## config.mk

```make
export PLATFORM = sky130hd
export DESIGN_NAME = alu_issue_ctrl_flat
export DESIGN_NICKNAME = d
export VERILOG_FILES = /design/src/rtl/alu_issue_ctrl_if.sv /design/src/rtl/alu_issue_ctrl.sv /design/src/flat_wrapper.sv
export SDC_FILE = /design/constraint.sdc
export NUM_CORES = 1
export LEC_CHECK = 0
export CAP_MARGIN = 20
export CORE_MARGIN = 2
export CORE_UTILIZATION = 40
export CTS_BUF_LIST = sky130_fd_sc_hd__clkbuf_8 sky130_fd_sc_hd__clkbuf_16
export DETAILED_ROUTE_END_ITERATION = 8
export MAX_ROUTING_LAYER = met4
export PLACE_DENSITY = 0.8
export SYNTH_ARGS = -nofsm -noshare
export SYNTH_HDL_FRONTEND = slang
export SYNTH_SLANG_ARGS = --single-unit
```

## constraint.sdc

```tcl
create_clock -name clk -period 3 [get_ports clk]
set_input_delay 0.3 -clock clk [delete_from_list [all_inputs] [get_ports clk]]
set_output_delay 0.3 -clock clk [all_outputs]
set_load 0.01 [all_outputs]
```

## src/rtl/alu_issue_ctrl_if.sv

```systemverilog
// Request/response handshake bundle between an instruction source and alu_issue_ctrl.
interface alu_issue_ctrl_if #(
    parameter int unsigned DATA_WIDTH = 32
);
    logic                  in_valid;
    logic                  in_ready;
    logic [31:0]           in_inst;
    logic [DATA_WIDTH-1:0] in_rs;
    logic [DATA_WIDTH-1:0] in_rt;
    logic                  out_valid;
    logic                  out_ready;
    logic [DATA_WIDTH-1:0] out_result;
    logic                  out_zero;
    logic [4:0]            out_dst;
    logic                  out_wen;

    modport master (
        output in_valid, in_inst, in_rs, in_rt, out_ready,
        input  in_ready, out_valid, out_result, out_zero, out_dst, out_wen
    );

    modport slave (
        input  in_valid, in_inst, in_rs, in_rt, out_ready,
        output in_ready, out_valid, out_result, out_zero, out_dst, out_wen
    );
endinterface

```

## src/rtl/alu_issue_ctrl.sv

```systemverilog
// Issue/decode front end for a combinational 32-bit ALU: decodes one MIPS ALU
// instruction, drives the ALU for one cycle and returns a write-back response.
module alu_issue_ctrl #(
    parameter int unsigned DATA_WIDTH = 32,
    parameter bit          TRAP_EN    = 1'b1
) (
    input  logic                  clk,
    input  logic                  rst_n,
    alu_issue_ctrl_if.slave       bus,
    output logic [DATA_WIDTH-1:0] alu_A,
    output logic [DATA_WIDTH-1:0] alu_B,
    output logic [2:0]            alu_op,
    input  logic [DATA_WIDTH-1:0] alu_Result,
    input  logic                  alu_Overflow,
    input  logic                  alu_Zero,
    output logic                  ov_trap,
    output logic                  illegal
);

    localparam logic [2:0] OP_AND  = 3'b000;
    localparam logic [2:0] OP_OR   = 3'b001;
    localparam logic [2:0] OP_ADD  = 3'b010;
    localparam logic [2:0] OP_SLTU = 3'b011;
    localparam logic [2:0] OP_XOR  = 3'b100;
    localparam logic [2:0] OP_NOR  = 3'b101;
    localparam logic [2:0] OP_SUB  = 3'b110;
    localparam logic [2:0] OP_SLT  = 3'b111;

    typedef enum logic [1:0] {IDLE, EXEC, DONE} state_t;

    state_t                r_state;
    logic                  r_in_ready;
    logic [DATA_WIDTH-1:0] r_a;
    logic [DATA_WIDTH-1:0] r_b;
    logic [2:0]            r_op;
    logic [4:0]            r_dst;
    logic                  r_chk;
    logic                  r_out_valid;
    logic [DATA_WIDTH-1:0] r_result;
    logic                  r_zero;
    logic                  r_wen;
    logic                  r_trap;
    logic                  r_illegal;

    logic [5:0]            w_opcode;
    logic [5:0]            w_funct;
    logic [DATA_WIDTH-1:0] w_imm_s;
    logic [DATA_WIDTH-1:0] w_imm_z;
    logic                  w_legal;
    logic [2:0]            w_op;
    logic [DATA_WIDTH-1:0] w_b;
    logic [4:0]            w_dst;
    logic                  w_chk;
    logic                  w_trap;
    logic                  w_unused_shamt;

    assign w_opcode       = bus.in_inst[31:26];
    assign w_funct        = bus.in_inst[5:0];
    assign w_imm_s        = {{(DATA_WIDTH-16){bus.in_inst[15]}}, bus.in_inst[15:0]};
    assign w_imm_z        = DATA_WIDTH'(bus.in_inst[15:0]);
    assign w_unused_shamt = ^bus.in_inst[10:6];

    // Instruction decode: ALUop, operand B, destination and trap-check selection
    always_comb begin
        w_legal = 1'b1;
        w_op    = OP_AND;
        w_b     = bus.in_rt;
        w_dst   = bus.in_inst[15:11];
        w_chk   = 1'b0;
        if (w_opcode == 6'b000000) begin
            case (w_funct)
                6'b100000: begin w_op = OP_ADD; w_chk = 1'b1; end
                6'b100001: w_op = OP_ADD;
                6'b100010: begin w_op = OP_SUB; w_chk = 1'b1; end
                6'b100011: w_op = OP_SUB;
                6'b100100: w_op = OP_AND;
                6'b100101: w_op = OP_OR;
                6'b100110: w_op = OP_XOR;
                6'b100111: w_op = OP_NOR;
                6'b101010: w_op = OP_SLT;
                6'b101011: w_op = OP_SLTU;
                default:   w_legal = 1'b0;
            endcase
        end else begin
            w_dst = bus.in_inst[20:16];
            case (w_opcode)
                6'b001000: begin w_op = OP_ADD;  w_b = w_imm_s; w_chk = 1'b1; end
                6'b001001: begin w_op = OP_ADD;  w_b = w_imm_s; end
                6'b001010: begin w_op = OP_SLT;  w_b = w_imm_s; end
                6'b001011: begin w_op = OP_SLTU; w_b = w_imm_s; end
                6'b001100: begin w_op = OP_AND;  w_b = w_imm_z; end
                6'b001101: begin w_op = OP_OR;   w_b = w_imm_z; end
                6'b001110: begin w_op = OP_XOR;  w_b = w_imm_z; end
                default:   w_legal = 1'b0;
            endcase
        end
    end

    assign w_trap = TRAP_EN & r_chk & alu_Overflow;

    // Issue FSM; in_ready rises on the first edge after reset release
    always_ff @(posedge clk or negedge rst_n) begin
        if (!rst_n) begin
            r_state     <= IDLE;
            r_in_ready  <= 1'b0;
            r_a         <= '0;
            r_b         <= '0;
            r_op        <= '0;
            r_dst       <= '0;
            r_chk       <= 1'b0;
            r_out_valid <= 1'b0;
            r_result    <= '0;
            r_zero      <= 1'b0;
            r_wen       <= 1'b0;
            r_trap      <= 1'b0;
            r_illegal   <= 1'b0;
        end else begin
            case (r_state)
                IDLE: begin
                    r_in_ready <= 1'b1;
                    if (bus.in_valid && r_in_ready) begin
                        r_in_ready <= 1'b0;
                        r_dst      <= w_dst;
                        r_chk      <= w_chk;
                        if (w_legal) begin
                            r_a     <= bus.in_rs;
                            r_b     <= w_b;
                            r_op    <= w_op;
                            r_state <= EXEC;
                        end else begin
                            r_illegal   <= 1'b1;
                            r_result    <= '0;
                            r_zero      <= 1'b0;
                            r_wen       <= 1'b0;
                            r_out_valid <= 1'b1;
                            r_state     <= DONE;
                        end
                    end
                end
                EXEC: begin
                    r_result    <= alu_Result;
                    r_zero      <= alu_Zero;
                    r_trap      <= w_trap;
                    r_wen       <= ~w_trap & (r_dst != 5'd0);
                    r_out_valid <= 1'b1;
                    r_state     <= DONE;
                end
                DONE: begin
                    if (bus.out_ready) begin
                        r_out_valid <= 1'b0;
                        r_trap      <= 1'b0;
                        r_illegal   <= 1'b0;
                        r_in_ready  <= 1'b1;
                        r_state     <= IDLE;
                    end
                end
                default: r_state <= IDLE;
            endcase
        end
    end

    assign bus.in_ready   = r_in_ready;
    assign bus.out_valid  = r_out_valid;
    assign bus.out_result = r_result;
    assign bus.out_zero   = r_zero;
    assign bus.out_dst    = r_dst;
    assign bus.out_wen    = r_wen;
    assign alu_A          = r_a;
    assign alu_B          = r_b;
    assign alu_op         = r_op;
    assign ov_trap        = r_trap;
    assign illegal        = r_illegal;

endmodule

```

## src/flat_wrapper.sv

```systemverilog
// flat-port wrapper written by rule: the top's interface ports become plain ports
module alu_issue_ctrl_flat 
#(
    parameter int unsigned DATA_WIDTH = 32,
    parameter bit          TRAP_EN    = 1'b1
)
  (clk, rst_n, alu_A, alu_B, alu_op, alu_Result, alu_Overflow, alu_Zero, ov_trap, illegal, bus_in_valid, bus_in_inst, bus_in_rs, bus_in_rt, bus_out_ready, bus_in_ready, bus_out_valid, bus_out_result, bus_out_zero, bus_out_dst, bus_out_wen);
  alu_issue_ctrl_if #(.DATA_WIDTH(DATA_WIDTH)) bus_i ();
  input  logic clk;
  input  logic rst_n;
  output logic [DATA_WIDTH-1:0] alu_A;
  output logic [DATA_WIDTH-1:0] alu_B;
  output logic [2:0] alu_op;
  input  logic [DATA_WIDTH-1:0] alu_Result;
  input  logic alu_Overflow;
  input  logic alu_Zero;
  output logic ov_trap;
  output logic illegal;
  input wire logic [$bits(bus_i.in_valid)-1:0] bus_in_valid;
  input wire logic [$bits(bus_i.in_inst)-1:0] bus_in_inst;
  input wire logic [$bits(bus_i.in_rs)-1:0] bus_in_rs;
  input wire logic [$bits(bus_i.in_rt)-1:0] bus_in_rt;
  input wire logic [$bits(bus_i.out_ready)-1:0] bus_out_ready;
  output wire logic [$bits(bus_i.in_ready)-1:0] bus_in_ready;
  output wire logic [$bits(bus_i.out_valid)-1:0] bus_out_valid;
  output wire logic [$bits(bus_i.out_result)-1:0] bus_out_result;
  output wire logic [$bits(bus_i.out_zero)-1:0] bus_out_zero;
  output wire logic [$bits(bus_i.out_dst)-1:0] bus_out_dst;
  output wire logic [$bits(bus_i.out_wen)-1:0] bus_out_wen;
  assign bus_i.in_valid = bus_in_valid;
  assign bus_i.in_inst = bus_in_inst;
  assign bus_i.in_rs = bus_in_rs;
  assign bus_i.in_rt = bus_in_rt;
  assign bus_i.out_ready = bus_out_ready;
  assign bus_in_ready = bus_i.in_ready;
  assign bus_out_valid = bus_i.out_valid;
  assign bus_out_result = bus_i.out_result;
  assign bus_out_zero = bus_i.out_zero;
  assign bus_out_dst = bus_i.out_dst;
  assign bus_out_wen = bus_i.out_wen;
  alu_issue_ctrl #(.DATA_WIDTH(DATA_WIDTH), .TRAP_EN(TRAP_EN)) u_core (.clk(clk), .rst_n(rst_n), .bus(bus_i), .alu_A(alu_A), .alu_B(alu_B), .alu_op(alu_op), .alu_Result(alu_Result), .alu_Overflow(alu_Overflow), .alu_Zero(alu_Zero), .ov_trap(ov_trap), .illegal(illegal));
endmodule
```

* Yosys cells after proc, flatten, opt, wreduce, memory -nomap -nowiden
Cells that the tools add are included.
** Storage, ports and cells
- Output and inout bits :: 110
- Logic and storage cells :: 94
- Bits in registers :: 113
** Operators by class
- Reduce and logical (&&, ||, !) cells :: 24
- Equality and inequality tests :: 22
- Multiplexer cells :: 32
- Bitwise operators :: 3
** Operator list (number)
- $pmux 32 s2 :: 2
- $mux 32 :: 3
- $eq 6x6->1 const B :: 10
- $eq 6x4->1 const B :: 7
- $pmux 3 s7 :: 1
- $pmux 3 s5 :: 1
- $mux 1 :: 13
- $pmux 1 s2 :: 5
- $reduce_or 10->1 :: 1
- $reduce_and 2->1 :: 4
- $reduce_and 4->1 :: 2
- $reduce_or 2->1 :: 4
- $reduce_or 7->1 :: 1
- $logic_not 6->1 :: 1
- $mux 2 :: 3
- $pmux 2 s3 :: 1
- $reduce_and 3->1 :: 2
- $reduce_bool 2->1 :: 3
- $mux 5 :: 1
- $reduce_bool 5->1 :: 1
- $ne 2x2->1 const B :: 2
- $reduce_or 4->1 :: 1
- $mux 3 :: 1
- $pmux 1 s3 :: 1
- other kinds (9) :: 10

* Longest topological paths before layout
- Word-level depth :: 7
- Mapped depth :: 7

* Worst setup path after synthesis
OpenSTA, ideal clock, no wires.
- Path type :: input to register
- Start :: input port bus_in_inst[31]
- End :: register u_core.r_b[10], in the netlist u_core.alu_B[10]
- Data required time :: 2.875 ns
- Buffers on the path :: 2
- Slack :: 1.147 ns
- Cell stages on the path :: 6
- Arrival time :: 1.729 ns
- Path through :: or3b_1 buf_6 a31o_4 buf_6 mux2_4 mux2_2
** On the way
- Longest elaborated chain between the ends :: 5
- Elaborated cells on any way between the ends :: 16
** Ends and longest elaborated chain
- start: declaration :: RTL line flat_wrapper.sv:20 : input wire logic [$bits(bus_i.in_inst)-1:0] bus_in_inst;
- $eq 6x4->1 :: RTL line alu_issue_ctrl.sv:86 : case (w_opcode)
- $reduce_or 7->1 (no line)
- $mux 1 :: RTL line alu_issue_ctrl.sv:86
- $mux 1 :: RTL line alu_issue_ctrl.sv:70 : if (w_opcode == 6'b000000) begin
- $reduce_and 3->1 (no line)
- end signal: assignment :: RTL line alu_issue_ctrl.sv:127 : r_b <= w_b;
- end: declaration :: RTL line alu_issue_ctrl.sv:34 : logic [DATA_WIDTH-1:0] r_b;
Several ways; a longest one is shown, not always the timed one.
A chain may end at the register's enable or synchronous reset.

* Final worst setup path
- Start :: input port bus_in_inst[29]
- End :: register u_core.r_b[10], in the netlist u_core.alu_B[10]
The elaborated chain is that of the path after synthesis.

==> results by group <==
Synthesis
  – Avg Inst Size Synth: 11.7 µm²
  – Synthesized Nets: 556
  – Post-synthesis sequential area ratio: 57.3%
  – Synthesized instance count: 422
  – Synth cell types: 35
  – Synth area leader: dfrtp_1
  – Yosys warning count: 0
  – Seq cells post-synth: 113
  – Synth top area share: 57.3%
  – Netlist Area Pre-Place: 4940 µm²
  – Largest cells by area after synthesis: dfrtp_1 57%, mux2_2 12%, nand2_1 5.5%

Job
  – MaxCap Viol Count: 0

Placement
  – HPWL after DPL: 9.74 mm
  – Pre-CTS setup slack: 0.464 ns
  – Buffers on Ports: 238
  – Gpl congestion: 0.809
  – Placed cell area: 7460 µm²

Route
  – WL/cell: 16.4 µm
  – Post-route ant nets: 0
  – Via count: 4091
  – First-pass DRT Iterations: 4
  – Final WL: 13.5 mm
  – Initial DRC count: 229
  – Vias per inst: 4.98
  – Post-route DRC: 0

Worst setup path
  – CP Max Fanout: 32
  – Worst path required time: 3.28 ns
  – R2R Path End: u_core.alu_A[10]
  – R2r setup slk: 1.12 ns
  – RR Startpoint: u_core.r_state[1]
  – Critical Path AT: 2.41 ns
  – Kind of critical path: input pin to register
  – Worst R2R Path Depth: 6
  – Startpoint Class: input pin
  – Critical Path End Type: register

Floorplanning
  – Core box area: 12000 µm²
  – Die W: 115 µm
  – Die height: 115 µm
  – Rows: 40
  – # IOs: 244
  – Starting Density: 41.1%
  – Die Area: 13200 µm²

STA
  – Worst Skew: 0.0116 ns
  – RSZ-0062 raised after global routing: false
  – Slew HR: 54.8%
  – Tmin final: 2.13 ns
  – Hold slack: 0.437 ns
  – Setup Viol. Count Final: 0
  – Max-slew violation count: 0
  – Final period util: 71.0%
  – Endpoints failing hold: 0
  – Setup TNS: 0 ns
  – Achievable frequency: 469 MHz
  – Setup ws final: 0.869 ns
  – Worst Max-Slew Pin Slew: 0.679 ns

Finish
  – Antenna Cells: 0
  – NumNets Final: 797
  – Cell area after layout: 8050 µm²
  – Fillers: 929
  – Final core occ: 67.0%
  – Area Growth Syn to Fin: 63.0%
  – Share of layout cells above drive strength 1: 16.5%

GRT
  – Largest net degree at the start of global routing: 63
  – First-pass GRT wire length: 21.2 mm
  – Vias in the first global route: 4330
  – GRT Overall Usage: 21.6%
  – GR Overflow Total: 0
  – Initial antenna violation count: 0

CTS
  – Number of buffers created by CTS: 17
  – CTS H-Tree Depth: 4
  – Post-CTS sizing: 0
  – Clk buf depth: 2
  – Clock root buffer: clkbuf_16
  – CTS tree: done
  – Clock Latency Late Sink: 0.41 ns
  – Post-CTS setup buffers: 0
  – Clk sinks: 113
  – Clk slew on worst S/H paths: 0.05 ns

Worst hold path
  – Hold path endpoint: u_core.bus.out_result[26]
  – Worst min-delay path category: input pin to register
  – Worst hold path startpoint: alu_Result[26]
  – WHS Path Cells: 3

Status
  – Status: completed

Power and ir drop
  – Maximum VDD drop: 0.469 mV
  – Pleak: 3.64 nW
  – Power Density: 842 nW/µm²
==> power by group <==
| group | internal [W] | switching, W | total, W |
|---|---|---|---|
| Sequential | 0.00210 | 0.000323 | 0.00242 |
| Clock | 0.00128 | 0.000653 | 0.00194 |
| Combinational | 0.00148 | 0.000942 | 0.00242 |
==> registers in the layout (all words and copies together) (netlist names) <==
name / cells
u_core.bus.out_result: 32
u_core.r_state: 2
u_core.bus.out_dst: 5
u_core.alu_B: 32
u_core.r_chk: 1
u_core.illegal: 1
u_core.bus.in_ready: 1
u_core.alu_A: 32
u_core.bus.out_zero: 1
u_core.bus.out_valid: 1
u_core.ov_trap: 1
u_core.alu_op: 3
u_core.bus.out_wen: 1
==> cells in the final DEF (no fill, tap or decap), types with 2 or more instances in the layout <==
cell type	netlist	layout
mux2_4	13	13
nand2_1	72	72
clkbuf_8	0	4
a21oi_1	25	25
nor2b_1	3	2
nand3b_1	3	3
mux2i_1	21	21
dfrtp_1	113	113
clkinv_2	0	4
inv_1	21	24
clkdlybuf4s50_1	0	237
o32ai_1	2	2
buf_12	0	2
bufinv_16	0	2
mux2_2	54	54
o22ai_1	2	2
o21ai_0	36	36
nor2_1	11	11
or4_1	3	3
o21ai_1	2	2
buf_4	1	7
clkbuf_16	0	17
==> worst max-delay path, stage by stage <==
cell and delay, ns:
clkdlybuf4s50_1 0.52, or3b_1 0.52, a31o_4 0.43, mux2_4 0.36, mux2_2 0.26
==> Yosys cell counts <==
library cell,instances
a21oi_1,25
a221oi_1,1
a31o_4,1
a31oi_1,1
a31oi_4,1
and3b_1,1
buf_2,7
buf_4,1
buf_6,4
clkbuf_1,13
dfrtp_1,113
inv_1,21
mux2_2,54
mux2_4,13
mux2i_1,21
nand2_1,72
nand2b_1,1
nand3_1,1
nand3b_1,3
nor2_1,11
nor2b_1,3
nor3_1,1
nor3b_2,1
nor4_2,1
nor4b_2,1
o211a_1,1
o21a_1,1
o21ai_0,36
o21ai_1,2
o21ai_2,1
o22ai_1,2
o32ai_1,2
or3_1,1
or3b_1,1
or4_1,3
==> cell type report <==
cell class	instances	area, µm²	share of cell area (%)
sequential	113	2830	35.1
timing repair buffer	247	2470	30.8
multi-input combinational	263	1910	23.7
clock buffer	21	480	5.97
tap	147	184	2.29
clock inverter	9	91.3	1.14
inverter	21	78.8	0.980
==> per-stage QoR <==
| stage | total power, W | std cells |
|---|---|---|
| 6_report | 0.00678 | 821 |
| 3_5_place_dp | 0.00487 | 790 |
| 4_1_cts | 0.00686 | 821 |
| 3_3_place_gp | 0.00480 | 790 |
| 5_1_grt | 0.00714 | 821 |
| 2_1_floorplan | 0.00331 | 422 |
==> cell families after synthesis <==
kind of cell | after synthesis | share of synthesized area [%]
muxes | 88 | 20.5
buffers and inverters | 46 | 4.36
and+or+nand+nor | 101 | 9.22
DFF | 113 | 57.3
AOI/OAI and AO/OA | 74 | 8.62
==> how the worst max path moves through the flow <==
stage / slack [ns] / to / start / depth (start not counted)
floorplan: 1.15 / u_core.alu_B[10] / bus_in_inst[31] / 6
global placement: 0.52 / u_core.alu_B[10] / bus_in_inst[29] / 5
detailed placement: 0.46 / u_core.alu_B[10] / bus_in_inst[29] / 5
CTS: 0.89 / u_core.alu_B[10] / bus_in_inst[29] / 5
global route: 0.82 / u_core.alu_B[7] / bus_in_inst[29] / 5
finish: 0.87 / u_core.alu_B[10] / bus_in_inst[29] / 5
==> what timing repair did <==
action / CTS / global route
hold buffers: 1 / 0
endpoints found under the setup margin: 0 / 0
endpoints found under the hold margin: 51 / 0
==> routing by layer <==
metal	vias up	global-route usage (%)	wire length (µm)
met1	1988	25.3	5500
met4	0	8.84	278
met3	18	7.49	1140
met2	167	34.2	6530
met5	-	-	0
li1	1918	-	-
Note: power is estimated with default switching activity, not from simulation.
